$ cat src/rtl/load_size_ctrl_if.sv
// Load-size controller bus bundle: request channel, memory read port and
// response channel. The master modport is the surrounding datapath/memory,
// the slave modport is load_size_ctrl itself.
interface load_size_ctrl_if;
  logic        req_valid;
  logic        req_ready;
  logic [1:0]  LS;
  logic        ls_unsigned;
  logic [31:0] addr;
  logic        mem_rd;
  logic [31:0] mem_addr;
  logic [31:0] mem_rdata;
  logic        rsp_valid;
  logic        rsp_ready;
  logic        rsp_err;
  logic [31:0] w_LS;

  modport master (
    output req_valid, LS, ls_unsigned, addr, mem_rdata, rsp_ready,
    input  req_ready, mem_rd, mem_addr, rsp_valid, rsp_err, w_LS
  );

  modport slave (
    input  req_valid, LS, ls_unsigned, addr, mem_rdata, rsp_ready,
    output req_ready, mem_rd, mem_addr, rsp_valid, rsp_err, w_LS
  );
endinterface

$ cat src/rtl/load_size_ctrl.sv
// load_size_ctrl: multi-cycle load unit. Accepts a load, issues one
// word-aligned read, waits MEM_LATENCY cycles, then extracts and extends the
// selected word/half/byte lane into w_LS.
// Optional feature macro: LOADSIZE_SIGN_EXT_EN (sign-extend half/byte loads
// when ls_unsigned=0). Without it, half/byte loads are always zero-extended.
//
// state | meaning
// IDLE  | ready for a request; latches request fields on req_valid
// READ  | one-cycle mem_rd strobe, latency counter loaded
// WAIT  | counting down memory latency; capture on the 1->0 step
// DONE  | rsp_valid held until rsp_ready
module load_size_ctrl #(
  parameter int unsigned MEM_LATENCY = 1  // 1..15
) (
  input logic             clk,
  input logic             reset,  // asynchronous, active low
  load_size_ctrl_if.slave bus
);

  typedef enum logic [1:0] {IDLE, READ, WAIT, DONE} state_t;

  state_t      state_q, state_d;
  logic [3:0]  cnt_q, cnt_d;
  logic [1:0]  ls_q, ls_d;
  logic [31:0] addr_q, addr_d;
  logic        uns_q, uns_d;
  logic [31:0] w_ls_q, w_ls_d;
  logic        err_q, err_d;

  logic        req_illegal;
  logic        sx;
  logic [15:0] half_lane;
  logic [7:0]  byte_lane;
  logic [31:0] lane_ext;

  // Misalignment and the reserved size encoding are judged on the live request.
  assign req_illegal = (bus.LS == 2'b11) ||
                       (bus.LS == 2'b01 && bus.addr[0]) ||
                       (bus.LS == 2'b00 && bus.addr[1:0] != 2'b00);

`ifdef LOADSIZE_SIGN_EXT_EN
  assign sx = ~uns_q;
`else
  logic unused_uns;
  assign sx         = 1'b0;
  assign unused_uns = uns_q;
`endif

  assign half_lane = addr_q[1] ? bus.mem_rdata[31:16] : bus.mem_rdata[15:0];
  assign byte_lane = bus.mem_rdata[{addr_q[1:0], 3'b000} +: 8];

  // Lane extraction and extension, based on the latched size/address.
  always_comb begin
    lane_ext = bus.mem_rdata;
    case (ls_q)
      2'b01:   lane_ext = {{16{sx & half_lane[15]}}, half_lane};
      2'b10:   lane_ext = {{24{sx & byte_lane[7]}}, byte_lane};
      default: lane_ext = bus.mem_rdata;
    endcase
  end

  // State, counter and result registers; reset aborts any transaction.
  always_ff @(posedge clk or negedge reset) begin
    if (!reset) begin
      state_q <= IDLE;
      cnt_q   <= 4'd0;
      ls_q    <= 2'b00;
      addr_q  <= 32'd0;
      uns_q   <= 1'b0;
      w_ls_q  <= 32'd0;
      err_q   <= 1'b0;
    end else begin
      state_q <= state_d;
      cnt_q   <= cnt_d;
      ls_q    <= ls_d;
      addr_q  <= addr_d;
      uns_q   <= uns_d;
      w_ls_q  <= w_ls_d;
      err_q   <= err_d;
    end
  end

  // Next-state logic: sequencing, request latch, latency countdown, capture.
  always_comb begin
    state_d = state_q;
    cnt_d   = cnt_q;
    ls_d    = ls_q;
    addr_d  = addr_q;
    uns_d   = uns_q;
    w_ls_d  = w_ls_q;
    err_d   = err_q;
    case (state_q)
      IDLE: begin
        if (bus.req_valid) begin
          ls_d   = bus.LS;
          addr_d = bus.addr;
          uns_d  = bus.ls_unsigned;
          if (req_illegal) begin
            state_d = DONE;
            err_d   = 1'b1;
            w_ls_d  = 32'd0;
          end else begin
            state_d = READ;
          end
        end
      end
      READ: begin
        cnt_d   = 4'(MEM_LATENCY);
        state_d = WAIT;
      end
      WAIT: begin
        cnt_d = cnt_q - 4'd1;
        // <= guards against a stuck FSM if the counter were ever zero here
        if (cnt_q <= 4'd1) begin
          cnt_d   = 4'd0;
          w_ls_d  = lane_ext;
          err_d   = 1'b0;
          state_d = DONE;
        end
      end
      DONE: begin
        if (bus.rsp_ready) state_d = IDLE;
      end
      default: state_d = IDLE;
    endcase
  end

  assign bus.req_ready = (state_q == IDLE);
  assign bus.mem_rd    = (state_q == READ);
  assign bus.mem_addr  = {addr_q[31:2], 2'b00};
  assign bus.rsp_valid = (state_q == DONE);
  assign bus.rsp_err   = err_q;
  assign bus.w_LS      = w_ls_q;

endmodule

$ cat src/flat_wrapper.sv
// flat-port wrapper written by rule: the top's interface ports become plain ports
module load_size_ctrl_flat 
#(
  parameter int unsigned MEM_LATENCY = 1          
)
  (clk, reset, bus_req_valid, bus_LS, bus_ls_unsigned, bus_addr, bus_mem_rdata, bus_rsp_ready, bus_req_ready, bus_mem_rd, bus_mem_addr, bus_rsp_valid, bus_rsp_err, bus_w_LS);
  load_size_ctrl_if bus_i ();
  input logic clk;
  input logic reset;
  input wire logic [$bits(bus_i.req_valid)-1:0] bus_req_valid;
  input wire logic [$bits(bus_i.LS)-1:0] bus_LS;
  input wire logic [$bits(bus_i.ls_unsigned)-1:0] bus_ls_unsigned;
  input wire logic [$bits(bus_i.addr)-1:0] bus_addr;
  input wire logic [$bits(bus_i.mem_rdata)-1:0] bus_mem_rdata;
  input wire logic [$bits(bus_i.rsp_ready)-1:0] bus_rsp_ready;
  output wire logic [$bits(bus_i.req_ready)-1:0] bus_req_ready;
  output wire logic [$bits(bus_i.mem_rd)-1:0] bus_mem_rd;
  output wire logic [$bits(bus_i.mem_addr)-1:0] bus_mem_addr;
  output wire logic [$bits(bus_i.rsp_valid)-1:0] bus_rsp_valid;
  output wire logic [$bits(bus_i.rsp_err)-1:0] bus_rsp_err;
  output wire logic [$bits(bus_i.w_LS)-1:0] bus_w_LS;
  assign bus_i.req_valid = bus_req_valid;
  assign bus_i.LS = bus_LS;
  assign bus_i.ls_unsigned = bus_ls_unsigned;
  assign bus_i.addr = bus_addr;
  assign bus_i.mem_rdata = bus_mem_rdata;
  assign bus_i.rsp_ready = bus_rsp_ready;
  assign bus_req_ready = bus_i.req_ready;
  assign bus_mem_rd = bus_i.mem_rd;
  assign bus_mem_addr = bus_i.mem_addr;
  assign bus_rsp_valid = bus_i.rsp_valid;
  assign bus_rsp_err = bus_i.rsp_err;
  assign bus_w_LS = bus_i.w_LS;
  load_size_ctrl #(.MEM_LATENCY(MEM_LATENCY)) u_core (.clk(clk), .reset(reset), .bus(bus_i));
endmodule
$ cat config.mk
export PLATFORM = sky130hd
export DESIGN_NAME = load_size_ctrl_flat
export DESIGN_NICKNAME = d
export VERILOG_FILES = /design/src/rtl/load_size_ctrl_if.sv /design/src/rtl/load_size_ctrl.sv /design/src/flat_wrapper.sv
export SDC_FILE = /design/constraint.sdc
export NUM_CORES = 1
export LEC_CHECK = 0
export BUFFER_PORTS_ARGS = -buffer_cell sky130_fd_sc_hd__buf_4
export CAP_MARGIN = 15
export CORE_ASPECT_RATIO = 1.5
export CORE_MARGIN = 2
export CORE_UTILIZATION = 45
export CTS_CLUSTER_DIAMETER = 50
export CTS_CLUSTER_SIZE = 28
export DETAILED_ROUTE_END_ITERATION = 16
export PLACE_DENSITY = 0.84
export SKIP_CTS_REPAIR_TIMING = 1
export SYNTH_ARGS = -nofsm -noshare
export SYNTH_HDL_FRONTEND = slang
export SYNTH_SLANG_ARGS = --single-unit
$ cat constraint.sdc
create_clock -name clk -period 1.96 [get_ports clk]
set_input_delay 0.294 -clock clk [delete_from_list [all_inputs] [get_ports clk]]
set_output_delay 0.294 -clock clk [all_outputs]
set_load 0.05 [all_outputs]
== After elaboration in Yosys (flattened, before gate mapping) ==
Cells that the tools add are included.

* Register bits after elaboration: 73
* Bits in latches: 0
* Memory bits (writable): 0
* Input bits: 71
* Memories: 0
* Logic and storage cells: 49
* Bits in read-only memories: 0

* Muxes and demuxes: 17
* $mul: 0
* Magnitude comparators: 1
* Reduce and logical (&&, ||, !) cells: 12
* Eq/ne operators: 11
* Shift-type cells: 1
* Bitwise logic cells: 0
* Divide/modulo/power cells: 0
* Add/subtract/negate cells: 1

{| class="wikitable"
|+ Operator list
! cell !! count
|-
| $pmux W32 S2 || 2
|-
| $mux W32 || 3
|-
| $shiftx A32 B6 Y8 || 1
|-
| $mux W16 || 1
|-
| $eq A2 B2 Y1 const B || 4
|-
| $mux W2 || 4
|-
| $pmux W2 S4 || 1
|-
| $pmux W4 S2 || 1
|-
| $eq A2 B1 Y1 const B || 3
|-
| $reduce_bool A2 Y1 || 3
|-
| $le A4 B1 Y1 const B || 1
|-
| $logic_not A2 Y1 || 2
|-
| $mux W4 || 1
|-
| $ne A2 B1 Y1 const B || 2
|-
| $ne A2 B2 Y1 const B || 2
|-
| $reduce_and A4 Y1 || 1
|-
| $sub A4 B1 Y4 const B || 1
|-
| $mux W1 || 3
|-
| $reduce_and A3 Y1 || 1
|-
| $logic_and A1 B1 Y1 || 2
|-
| $logic_or A1 B1 Y1 || 2
|-
| $pmux W1 S2 || 1
|-
| $reduce_and A2 Y1 || 1
|}

== Logic depth before layout (Yosys ltp) ==
Gate-level depths: netlist of the first run.

* Word-level depth: 7
* Mapped depth: 8
* Mapped depth without buffers: 6

== Least setup slack after synthesis of the first run ==
OpenSTA, ideal clock, no wires.

* Path kind: reg-to-reg
* Start: reg u_core.state_q[0]
* End: reg u_core.w_ls_q[10], in the netlist u_core.bus.w_LS[10]
* Buffers on the path: 2
* Path slack: -0.277 ns
* Library setup time: 0.125 ns
* Data arrival time: 2.112 ns
* Period minus slack after synthesis: 2.237 ns
* Stages on the path, launching flop included: 9
* Data required time: 1.835 ns
* Path through: dfrtp_1 > inv_1 > ha_1 > and2_1 > o311a_4 > o21a_1 > buf_6 > buf_12 > mux2_4

* Word-level cells in the longest chain between the ends: 3

{| class="wikitable"
|+ RTL lines
! element !! line !! source
|-
| start: declaration || load_size_ctrl.sv:22 || <nowiki>state_t state_q, state_d;</nowiki>
|-
| start signal: assignment || load_size_ctrl.sv:73 || <nowiki>state_q <= state_d;</nowiki>
|-
| $logic_not A2 Y1 * || n/a ||
|-
| via bus_req_ready || flat_wrapper.sv:16 || <nowiki>output wire logic [$bits(bus_i.req_ready)-1:0] bus_req_ready;</nowiki>
|-
| $ne A2 B1 Y1 (no line), or another cell as far along || n/a ||
|-
| $reduce_and A4 Y1 (no line) || n/a ||
|-
| end signal: assignment || load_size_ctrl.sv:78 || <nowiki>w_ls_q <= w_ls_d;</nowiki>
|-
| end: declaration || load_size_ctrl.sv:27 || <nowiki>logic [31:0] w_ls_q, w_ls_d;</nowiki>
|}

The timed path passes the listed nets; every way through them passes the cells marked *.
A chain may end at the register's enable or synchronous reset.

== Worst setup path in the final report of the first run ==
* Start: reg u_core.state_q[0]
* End: reg u_core.w_ls_q[8], in the netlist u_core.bus.w_LS[8]

* Word-level cells in the longest chain between the ends: 3

{| class="wikitable"
|+ RTL lines
! element !! line !! source
|-
| $eq A2 B2 Y1 / $logic_not A2 Y1 (equally long branches) || load_size_ctrl.sv:92 || <nowiki>case (state_q)</nowiki>
|-
| $ne A2 B1 Y1 (no line), or another cell as far along || n/a ||
|-
| $reduce_and A4 Y1 (no line) || n/a ||
|}

Parallel ways exist; a longest one is shown, timed or not.

==> impl_metrics.py, run 1 <==
metrics = {
    "critical_path": {
        "cp-end-kind": "flip-flop",
        "worst_r2r_path_depth": 7,
        "required_ns": 2.18,
        "crit_path_start_kind": "flip-flop",
        "timing.rr.end": "u_core.bus.w_LS[8]",
        "cp_max_fo": 12,
        "cp.arrival_ns": 2.10,
        "rrSetupSlack_ns": 0.08,
        "r2r-start": "u_core.state_q[0]",
        "criticalPathCategory": "reg -> reg",
    },
    "logic_synthesis": {
        "async_flop_share_pct": 100,
        "synthFlopType": "dfrtp_1",
        "synth_cell_types": 41,
        "yosys_warnings": 0,
        "synth.cell_area_um2": 3780,
        "synth_edf_count": 0,
        "avgSynthCellArea_um2": 12.2,
        "postSynthCellCount": 309,
        "ys_seq_area_share_pct": 48.3,
        "synth_seq_cells": 73,
    },
    "finish": {
        "final_util_pct": 61.3,
        "drive_above_1_share_pct": 52.2,
        "nFillCells": 669,
        "area_growth_pct": 34.8,
        "mostFrequentLayoutCells": "146 x buf_4, 73 x dfrtp_1, 36 x mux2_2, 20 x mux2_4, 19 x nand2_1",
        "diodes": 0,
        "final-seq-area_um2": 1830,
        "final_nets": 505,
        "finalInstanceArea_um2": 5100,
        "final_common_cell": "buf_4",
        "multi_input_area_um2": 1600,
    },
    "global_route": {
        "grt_use_total_pct": 20.1,
        "grt_pass1_vias": 2863,
        "grt_pass1_wl_um": 13900,
        "antenna_found_initial": 0,
        "gr-total-overflow": 0,
        "grt_max_degree": 39,
    },
    "sta": {
        "finClkSkew_ns": 0.00440,
        "rsz0062_at_grt": "true",
        "fmax_mhz": 531,
        "setup_violations": 0,
        "drv_slew": 0,
        "hold_viol": 0,
        "timing.final.crit_share_pct": 96.1,
        "fin_crit_ns": 1.88,
    },
    "place": {
        "placed_area_um2": 4730,
        "gp_congestion": 0.850,
        "hpwl_um": 6900,
        "numPortBuffers": 135,
    },
    "clock_network": {
        "cts.clk_slew.worst_paths_ns": 0.05,
        "clock_sinks": 73,
        "insertion_delay_ns": 0.34,
        "cts_tree": "yes",
        "cts_made_buffers": 9,
        "cts_buffer_depth": 2,
        "h-tree-depth": 3,
        "root_buffer": "clkbuf_16",
    },
    "min_path": {
        "hold_depth": 3,
        "holdCritStartpoint": "bus_addr[1]",
        "hold_class": "in -> reg",
        "min_to": "u_core.addr_q[1]",
    },
    "routing": {
        "wirelength_um": 9310,
        "ant_nets": 0,
        "drtIter0Drc": 101,
        "vias": 2785,
        "vias_per_cell": 5.18,
        "first_pass_iters": 4,
        "drc_errors": 0,
        "drt-wirelength-per-cell_um": 17.3,
    },
    "run_status": {
        "status": "finished clean",
    },
    "floorplan": {
        "core_area_um2": 8310,
        "die_x_um": 78.8,
        "pin_count": 139,
        "die_area_um2": 9160,
        "die_h_um": 116,
        "placementRows": 41,
        "start_util_pct": 45.5,
    },
    "pwr": {
        "power_leakage_nw": 2.57,
        "ir_worst_vdd_uv": 981,
        "finalPower_mw": 10.9,
        "p_per_area_nw_per_um2": 2140,
    },
    "run": {
        "drv_cap": 0,
    },
}
[report_power, final]
| part | leakage, nW | switching (mW) | total, mW | internal (mW) |
|---|---|---|---|---|
| sequential | 0.922 | 0.424 | 2.63 | 2.21 |
| clock | 0.157 | 0.593 | 1.78 | 1.18 |
| combinational | 1.49 | 4.01 | 6.49 | 2.47 |
[flip-flops by register name, indices dropped and copies added (netlist names)]
signal,count
u_core.bus.w_LS,32
u_core.state_q,2
u_core.ls_q,2
u_core.bus.rsp_err,1
u_core.addr_q,32
u_core.cnt_q,4
[kinds of logic after synthesis]
logic type      share of synthesized area [%]
simple gates                             7.91
compound gates                           10.1
buf+inv                                  9.83
other cells                            0.0992
mux                                      21.1
flops                                    48.3
fa+ha+maj                                2.65
[worst max-delay path by stage]
stage,from,end,depth (start not counted)
after floorplan,u_core.state_q[0],u_core.bus.w_LS[10],8
after global placement,u_core.state_q[0],u_core.bus.w_LS[27],7
after detailed placement,u_core.state_q[0],u_core.bus.w_LS[31],7
after CTS,u_core.state_q[0],u_core.bus.w_LS[26],7
after global routing,u_core.state_q[0],u_core.state_q[1],7
final,u_core.state_q[0],u_core.bus.w_LS[8],7
[metal layers]
| metal | global-route usage (%) | routed length, µm | vias to the layer above |
|---|---|---|---|
| met2 | 34.6 | 5080 | 89 |
| li1 | - | - | 1299 |
| met4 | 13.9 | 399 | 0 |
| met1 | 22.1 | 3400 | 1369 |
| met5 | 0 | 0 | - |
| met3 | 4.56 | 434 | 28 |
[critical path, cell delays in order (launching register included)]
cell       delay, ns
dfrtp_1         0.41
inv_2           0.11
ha_4            0.16
and2_1          0.15
o311a_4         0.21
o21a_2          0.21
clkbuf_16       0.21
mux2_4          0.31
[synthesized netlist by cell type (all sizes together), types with 3 or more instances]
library cell  instances  area share (%)
dfrtp                73              48
mux2                 56              19
buf                  39             8.2
nand2                19             1.9
and3                 16             2.6
nor2                 12             1.2
inv                  10            0.99
a21oi                 9             1.2
a221o                 9             2.4
mux2i                 9             2.4
a22o                  8             1.9
ha                    8             2.6
o21ai                 7             1.0
clkbuf                6            0.60
nand2b                4            0.66
nor2b                 3            0.50
[metrics by stage]
stage                     hold WS (ns)  worst slack, ns  std cells  setup TNS (ns)
after floorplan               -0.00159          0.00165        310               0
after global placement           0.278           0.0575        520               0
after detailed placement         0.286           0.0108        520               0
after CTS                      -0.0671          -0.0207        536         -0.0597
after global routing             0.186          -0.0403        538         -0.0403
final                            0.183           0.0762        538               0
[cell type report]
cell class	instances	share of cell area (%)
Tap cell	107	2.63
Multi-Input combinational cell	182	31.5
Clock inverter	2	1.18
Sequential cell	73	35.8
Inverter	10	0.737
Timing Repair Buffer	150	23.0
Clock buffer	14	5.18
(Power assumes the default switching activity.)
==> run 2, diff against run 1 <==
--- a/config.mk
+++ b/config.mk
@@ -14,6 +14,7 @@
 export CTS_CLUSTER_SIZE = 28
 export DETAILED_ROUTE_END_ITERATION = 16
 export PLACE_DENSITY = 0.84
+export REMOVE_ABC_BUFFERS = 1
 export SKIP_CTS_REPAIR_TIMING = 1
 export SYNTH_ARGS = -nofsm -noshare
 export SYNTH_HDL_FRONTEND = slang
==> run 2 against run 1 <==
  * Critical path depth did not move
  * Setup slack improved by 0.0065 ns
  * Sequential share of layout area grew 0.60 points
  * Critical path type unchanged
  * Highest routed layer unchanged
==> impl_metrics.py, run 2 (synthesis gave the netlist of run 1 again) <==
metrics = {
    "floorplan": {
        "start_util_pct": 45.5,
        "pin_count": 139,
        "die_h_um": 116,
        "placementRows": 41,
        "core_area_um2": 8310,
        "die_area_um2": 9160,
        "die_x_um": 78.8,
    },
    "finish": {
        "mostFrequentLayoutCells": "146 x buf_4, 73 x dfrtp_1, 36 x mux2_2, 20 x mux2_4, 19 x nand2_1",
        "stdcell_count": 537,
        "drive_above_1_share_pct": 52.6,
        "final_util_pct": 60.3,
        "diodes": 0,
        "final_nets": 504,
        "final_common_cell": "buf_4",
        "area_growth_pct": 32.6,
    },
    "critical_path": {
        "criticalPathCategory": "reg -> reg",
        "cp_max_fo": 12,
        "cp-end-kind": "flip-flop",
        "crit_path_start_kind": "flip-flop",
        "required_ns": 2.17,
        "cp.arrival_ns": 2.09,
    },
    "clock_network": {
        "cts_tree": "yes",
        "clock_sinks": 73,
        "cts_buffer_depth": 2,
        "insertion_delay_ns": 0.33,
        "cts_made_buffers": 9,
        "root_buffer": "clkbuf_16",
        "h-tree-depth": 3,
        "cts.clk_slew.worst_paths_ns": 0.06,
    },
    "place": {
        "post-place-ws_ns": -0.0140,
        "gp_congestion": 0.863,
        "dpl.cell_count": 520,
        "hpwl_um": 6810,
        "numPortBuffers": 135,
    },
    "global_route": {
        "grt_pass1_vias": 3024,
        "grt_max_degree": 74,
        "gr-total-overflow": 0,
        "antenna_found_initial": 0,
        "grt_pass1_wl_um": 14000,
        "grt_use_total_pct": 19.9,
    },
    "pwr": {
        "ir_worst_vdd_uv": 1050,
        "intPower_mw": 5.52,
        "p_per_area_nw_per_um2": 2120,
        "switching_share_pct": 47.9,
        "combPwrFrac_pct": 61.3,
        "switching_power_mw": 5.08,
        "clockPowerShare_pct": 13.9,
        "power_leakage_nw": 2.54,
        "finalPower_mw": 10.6,
        "p_seq_share_pct": 24.9,
    },
    "run_status": {
        "status": "finished clean",
    },
    "sta": {
        "drv_slew": 0,
        "fmax_mhz": 533,
        "worst_slew_pin_slew_ns": 0.916,
        "timing.final.crit_share_pct": 95.8,
        "fin_crit_ns": 1.88,
        "rsz0062_at_grt": "false",
        "holdWs_ns": 0.109,
        "layout_setup_ws_ns": 0.0827,
        "finClkSkew_ns": 0.00542,
        "setup_violations": 0,
        "slew-limit-headroom_pct": 38.9,
        "hold_viol": 0,
    },
    "routing": {
        "wirelength_um": 9340,
        "ant_nets": 0,
        "first_pass_iters": 4,
        "drtIter0Drc": 94,
        "vias_per_cell": 5.32,
        "drt-wirelength-per-cell_um": 17.4,
        "vias": 2856,
        "drc_errors": 0,
    },
    "run": {
        "drv_cap": 0,
    },
    "min_path": {
        "hold_class": "in -> async",
    },
}
[run 2: layer usage]
metal / up-vias / GRT usage (%) / wire (µm)
li1: 1295 / - / -
met1: 1389 / 21.2 / 3400
met2: 139 / 35.4 / 4830
met3: 33 / 5.10 / 713
met4: 0 / 12.0 / 395
met5: - / 0 / 0
[run 2: metrics by stage]
step / setup TNS, ns / cell area, µm²
2_1_floorplan: -69.14 / 3450
3_3_place_gp: 0 / 4710
3_5_place_dp: -0.0163 / 4710
4_1_cts: -0.0321 / 4970
5_1_grt: 0 / 5010
6_report: 0 / 5010
[run 2: critical path: stages (launching register included)]
cell     delay, ns
dfrtp_1       0.40
inv_1         0.12
ha_1          0.17
and2_4        0.15
o311a_4       0.20
o21a_4        0.18
buf_12        0.16
mux2_2        0.35
[run 2: layout make-up]
type,instances,area (µm²)
tap,107,134
inverter,10,37.5
fill,660,3300
sequential,73,1830
clock inverter,6,35.0
multi-input combinational,182,1600
clock buffer,10,229
timing repair buffer,149,1150
[run 2: power groups by stage]
stage | clock, mW | sequential [mW] | combinational [mW]
global route | 1.55 | 2.72 | 6.81
CTS | 1.50 | 2.64 | 6.40
finish | 1.47 | 2.64 | 6.50
global placement | 0 | 2.60 | 6.24
detailed placement | 0 | 2.65 | 6.39
floorplan | 0 | 4.74 | 2.24
[run 2: final timing paths]
| path | start | endpoint | slack (ns) | cells after the start |
|---|---|---|---|---|
| min | reset | u_core.bus.rsp_err | 0.11 | 1 |
| min reg2reg | u_core.addr_q[4] | u_core.addr_q[4] | 0.51 | 1 |
| max reg2reg | u_core.state_q[0] | u_core.bus.w_LS[26] | 0.08 | 7 |
| min in group clk | bus_addr[1] | u_core.addr_q[1] | 0.18 | 3 |
| max in group asynchronous | reset | u_core.addr_q[6] | 1.27 | 1 |
| max | u_core.state_q[0] | u_core.bus.w_LS[26] | 0.08 | 7 |
==> run 3, diff against run 2 <==
--- a/config.mk
+++ b/config.mk
@@ -9,11 +9,11 @@
 export CAP_MARGIN = 15
 export CORE_ASPECT_RATIO = 1.5
 export CORE_MARGIN = 2
-export CORE_UTILIZATION = 45
+export CORE_UTILIZATION = 50
 export CTS_CLUSTER_DIAMETER = 50
 export CTS_CLUSTER_SIZE = 28
 export DETAILED_ROUTE_END_ITERATION = 16
-export PLACE_DENSITY = 0.84
+export PLACE_DENSITY = 0.88
 export REMOVE_ABC_BUFFERS = 1
 export SKIP_CTS_REPAIR_TIMING = 1
 export SYNTH_ARGS = -nofsm -noshare
==> constraint.sdc (replaced) <==
create_clock -name clk -period 2.15 [get_ports clk]
set_input_delay 0.3225 -clock clk [delete_from_list [all_inputs] [get_ports clk]]
set_output_delay 0.3225 -clock clk [all_outputs]
set_load 0.05 [all_outputs]
==> run 3 against run 2 <==
  * Sequential power shrank 9.5%
  * Combinational power shrank 11%
  * Setup slack gained 0.11 ns
  * Clock skew shrank 0.0016 ns
  * Wire length shrank 2.5%
  * Flip-flop and latch count is the same
  * Power shrank 14%
  * Clock power shrank 36%
  * Critical path depth is the same
  * Register-to-register slack gained 0.11 ns
  * Global-route usage grew 2.6 points
  * Core utilization grew 6.3 points
==> impl_metrics.py, run 3 (synthesis gave the netlist of run 1 again) <==
metrics = {
    "run_status": {
        "status": "finished clean",
    },
    "finish": {
        "final_nets": 501,
        "final_util_pct": 66.6,
        "final_common_cell": "buf_4",
        "diodes": 0,
        "drive_above_1_share_pct": 51.2,
        "stdcell_count": 526,
        "finalInstanceArea_um2": 4850,
        "mostFrequentLayoutCells": "145 x buf_4, 73 x dfrtp_1, 36 x mux2_2, 20 x mux2_4, 19 x nand2_1",
        "area_growth_pct": 28.2,
    },
    "clock_network": {
        "cts_tree": "yes",
        "insertion_delay_ns": 0.35,
        "cts.clk_slew.worst_paths_ns": 0.07,
        "clock_sinks": 73,
        "h-tree-depth": 3,
        "cts_buffer_depth": 2,
        "cts_made_buffers": 9,
        "root_buffer": "clkbuf_8",
    },
    "global_route": {
        "antenna_found_initial": 0,
        "grt_pass1_vias": 2959,
        "grt_max_degree": 74,
        "gr-total-overflow": 0,
        "grt_pass1_wl_um": 14300,
        "grt_use_total_pct": 22.6,
    },
    "critical_path": {
        "cp_cell_sequence": "inv_1, ha_1, and2_1, o311a_4, o21a_1, buf_12, mux2_2",
        "critPathBufInv": 2,
        "crit_cells": 7,
        "worst_r2r_path_depth": 7,
        "cp.arrival_ns": 2.19,
        "r2r-start": "u_core.state_q[0]",
        "cp_max_fo": 24,
        "rrSetupSlack_ns": 0.19,
        "crit_path_start_kind": "flip-flop",
        "timing.rr.end": "u_core.bus.w_LS[26]",
        "cp-startpoint": "u_core.state_q[0]",
        "path_delay_family": "flip-flops",
        "criticalPathCategory": "reg -> reg",
        "crit_path_end": "u_core.bus.w_LS[26]",
        "crit_path_max_incr_delay_ns": 0.41,
        "cp-end-kind": "flip-flop",
        "required_ns": 2.38,
        "slowest_stage": "dfrtp_1",
    },
    "floorplan": {
        "core_area_um2": 7270,
        "pin_count": 139,
        "die_x_um": 75.0,
        "placementRows": 38,
        "start_util_pct": 52.0,
        "die_area_um2": 8290,
        "die_h_um": 110,
    },
    "routing": {
        "wirelength_um": 9110,
        "vias_per_cell": 5.32,
        "drt-wirelength-per-cell_um": 17.3,
        "drc_errors": 0,
        "first_pass_iters": 4,
        "vias": 2800,
        "drtIter0Drc": 152,
        "ant_nets": 0,
    },
    "sta": {
        "rsz0062_at_grt": "false",
        "timing.final.crit_share_pct": 91.0,
        "tns_ns": 0,
        "hold_viol": 0,
        "slew-limit-headroom_pct": 38.9,
        "holdWs_ns": 0.103,
        "fin_crit_ns": 1.96,
        "fmax_mhz": 511,
        "setup_violations": 0,
        "worst_slew_pin_slew_ns": 0.917,
        "finClkSkew_ns": 0.00383,
        "drv_slew": 0,
    },
    "pwr": {
        "ir_worst_vdd_uv": 1080,
        "p_per_area_nw_per_um2": 1880,
        "power_leakage_nw": 2.47,
    },
    "place": {
        "numPortBuffers": 135,
        "gp_congestion": 0.862,
        "placed_area_um2": 4680,
        "dpl.cell_count": 511,
        "hpwl_um": 6890,
    },
    "run": {
        "drv_cap": 0,
    },
    "min_path": {
        "hold_class": "in -> async",
    },
}
## run 3: worst min-delay path by stage
stage	cells after the start	slack, ns	startpoint	to
finish	1	0.10	reset	u_core.bus.w_LS[5]
global route	1	0.17	reset	u_core.bus.w_LS[5]
CTS	1	0.13	reset	u_core.bus.w_LS[5]
detailed placement	1	0.50	u_core.bus.w_LS[28]	u_core.bus.w_LS[28]
global placement	1	0.49	reset	u_core.bus.w_LS[0]
floorplan	0	0.03	reset	u_core.addr_q[0]
## run 3: worst reg2reg max path: stages (launching register included)
cell and delay (ns):
dfrtp_1 0.41, inv_1 0.11, ha_1 0.17, and2_1 0.18, o311a_4 0.22, o21a_1 0.17, buf_12 0.21, mux2_2 0.38
## run 3: cell type report
cell class / instances / area (µm²)
clock buffers: 12 / 145
clock inverters: 3 / 17.5
fillers: 543 / 2430
inverters: 10 / 37.5
multi-input cells: 182 / 1590
flip-flops and latches: 73 / 1830
well taps: 100 / 125
repair buffers: 146 / 1110
## run 3: where the power goes
part	internal [mW]	total, mW	switching, mW
Combinational	2.15	5.77	3.62
Sequential	2.01	2.39	0.385
Clock	0.441	0.941	0.500
Total	4.60	9.11	4.51
## run 3: per-stage QoR
step           setup WS (ns)  total power, mW
2_1_floorplan          -1.63             6.37
3_3_place_gp           0.260             8.00
3_5_place_dp           0.207             8.20
4_1_cts                0.182             9.15
5_1_grt               0.0607             9.54
6_report               0.194             9.11
## run 3: per-layer routing
metal,track usage [%],vias up,routed length [µm]
li1,-,1288,-
met1,24.8,1359,3460
met2,38.0,131,4740
met3,5.20,22,588
met4,13.2,0,318
met5,0,-,0
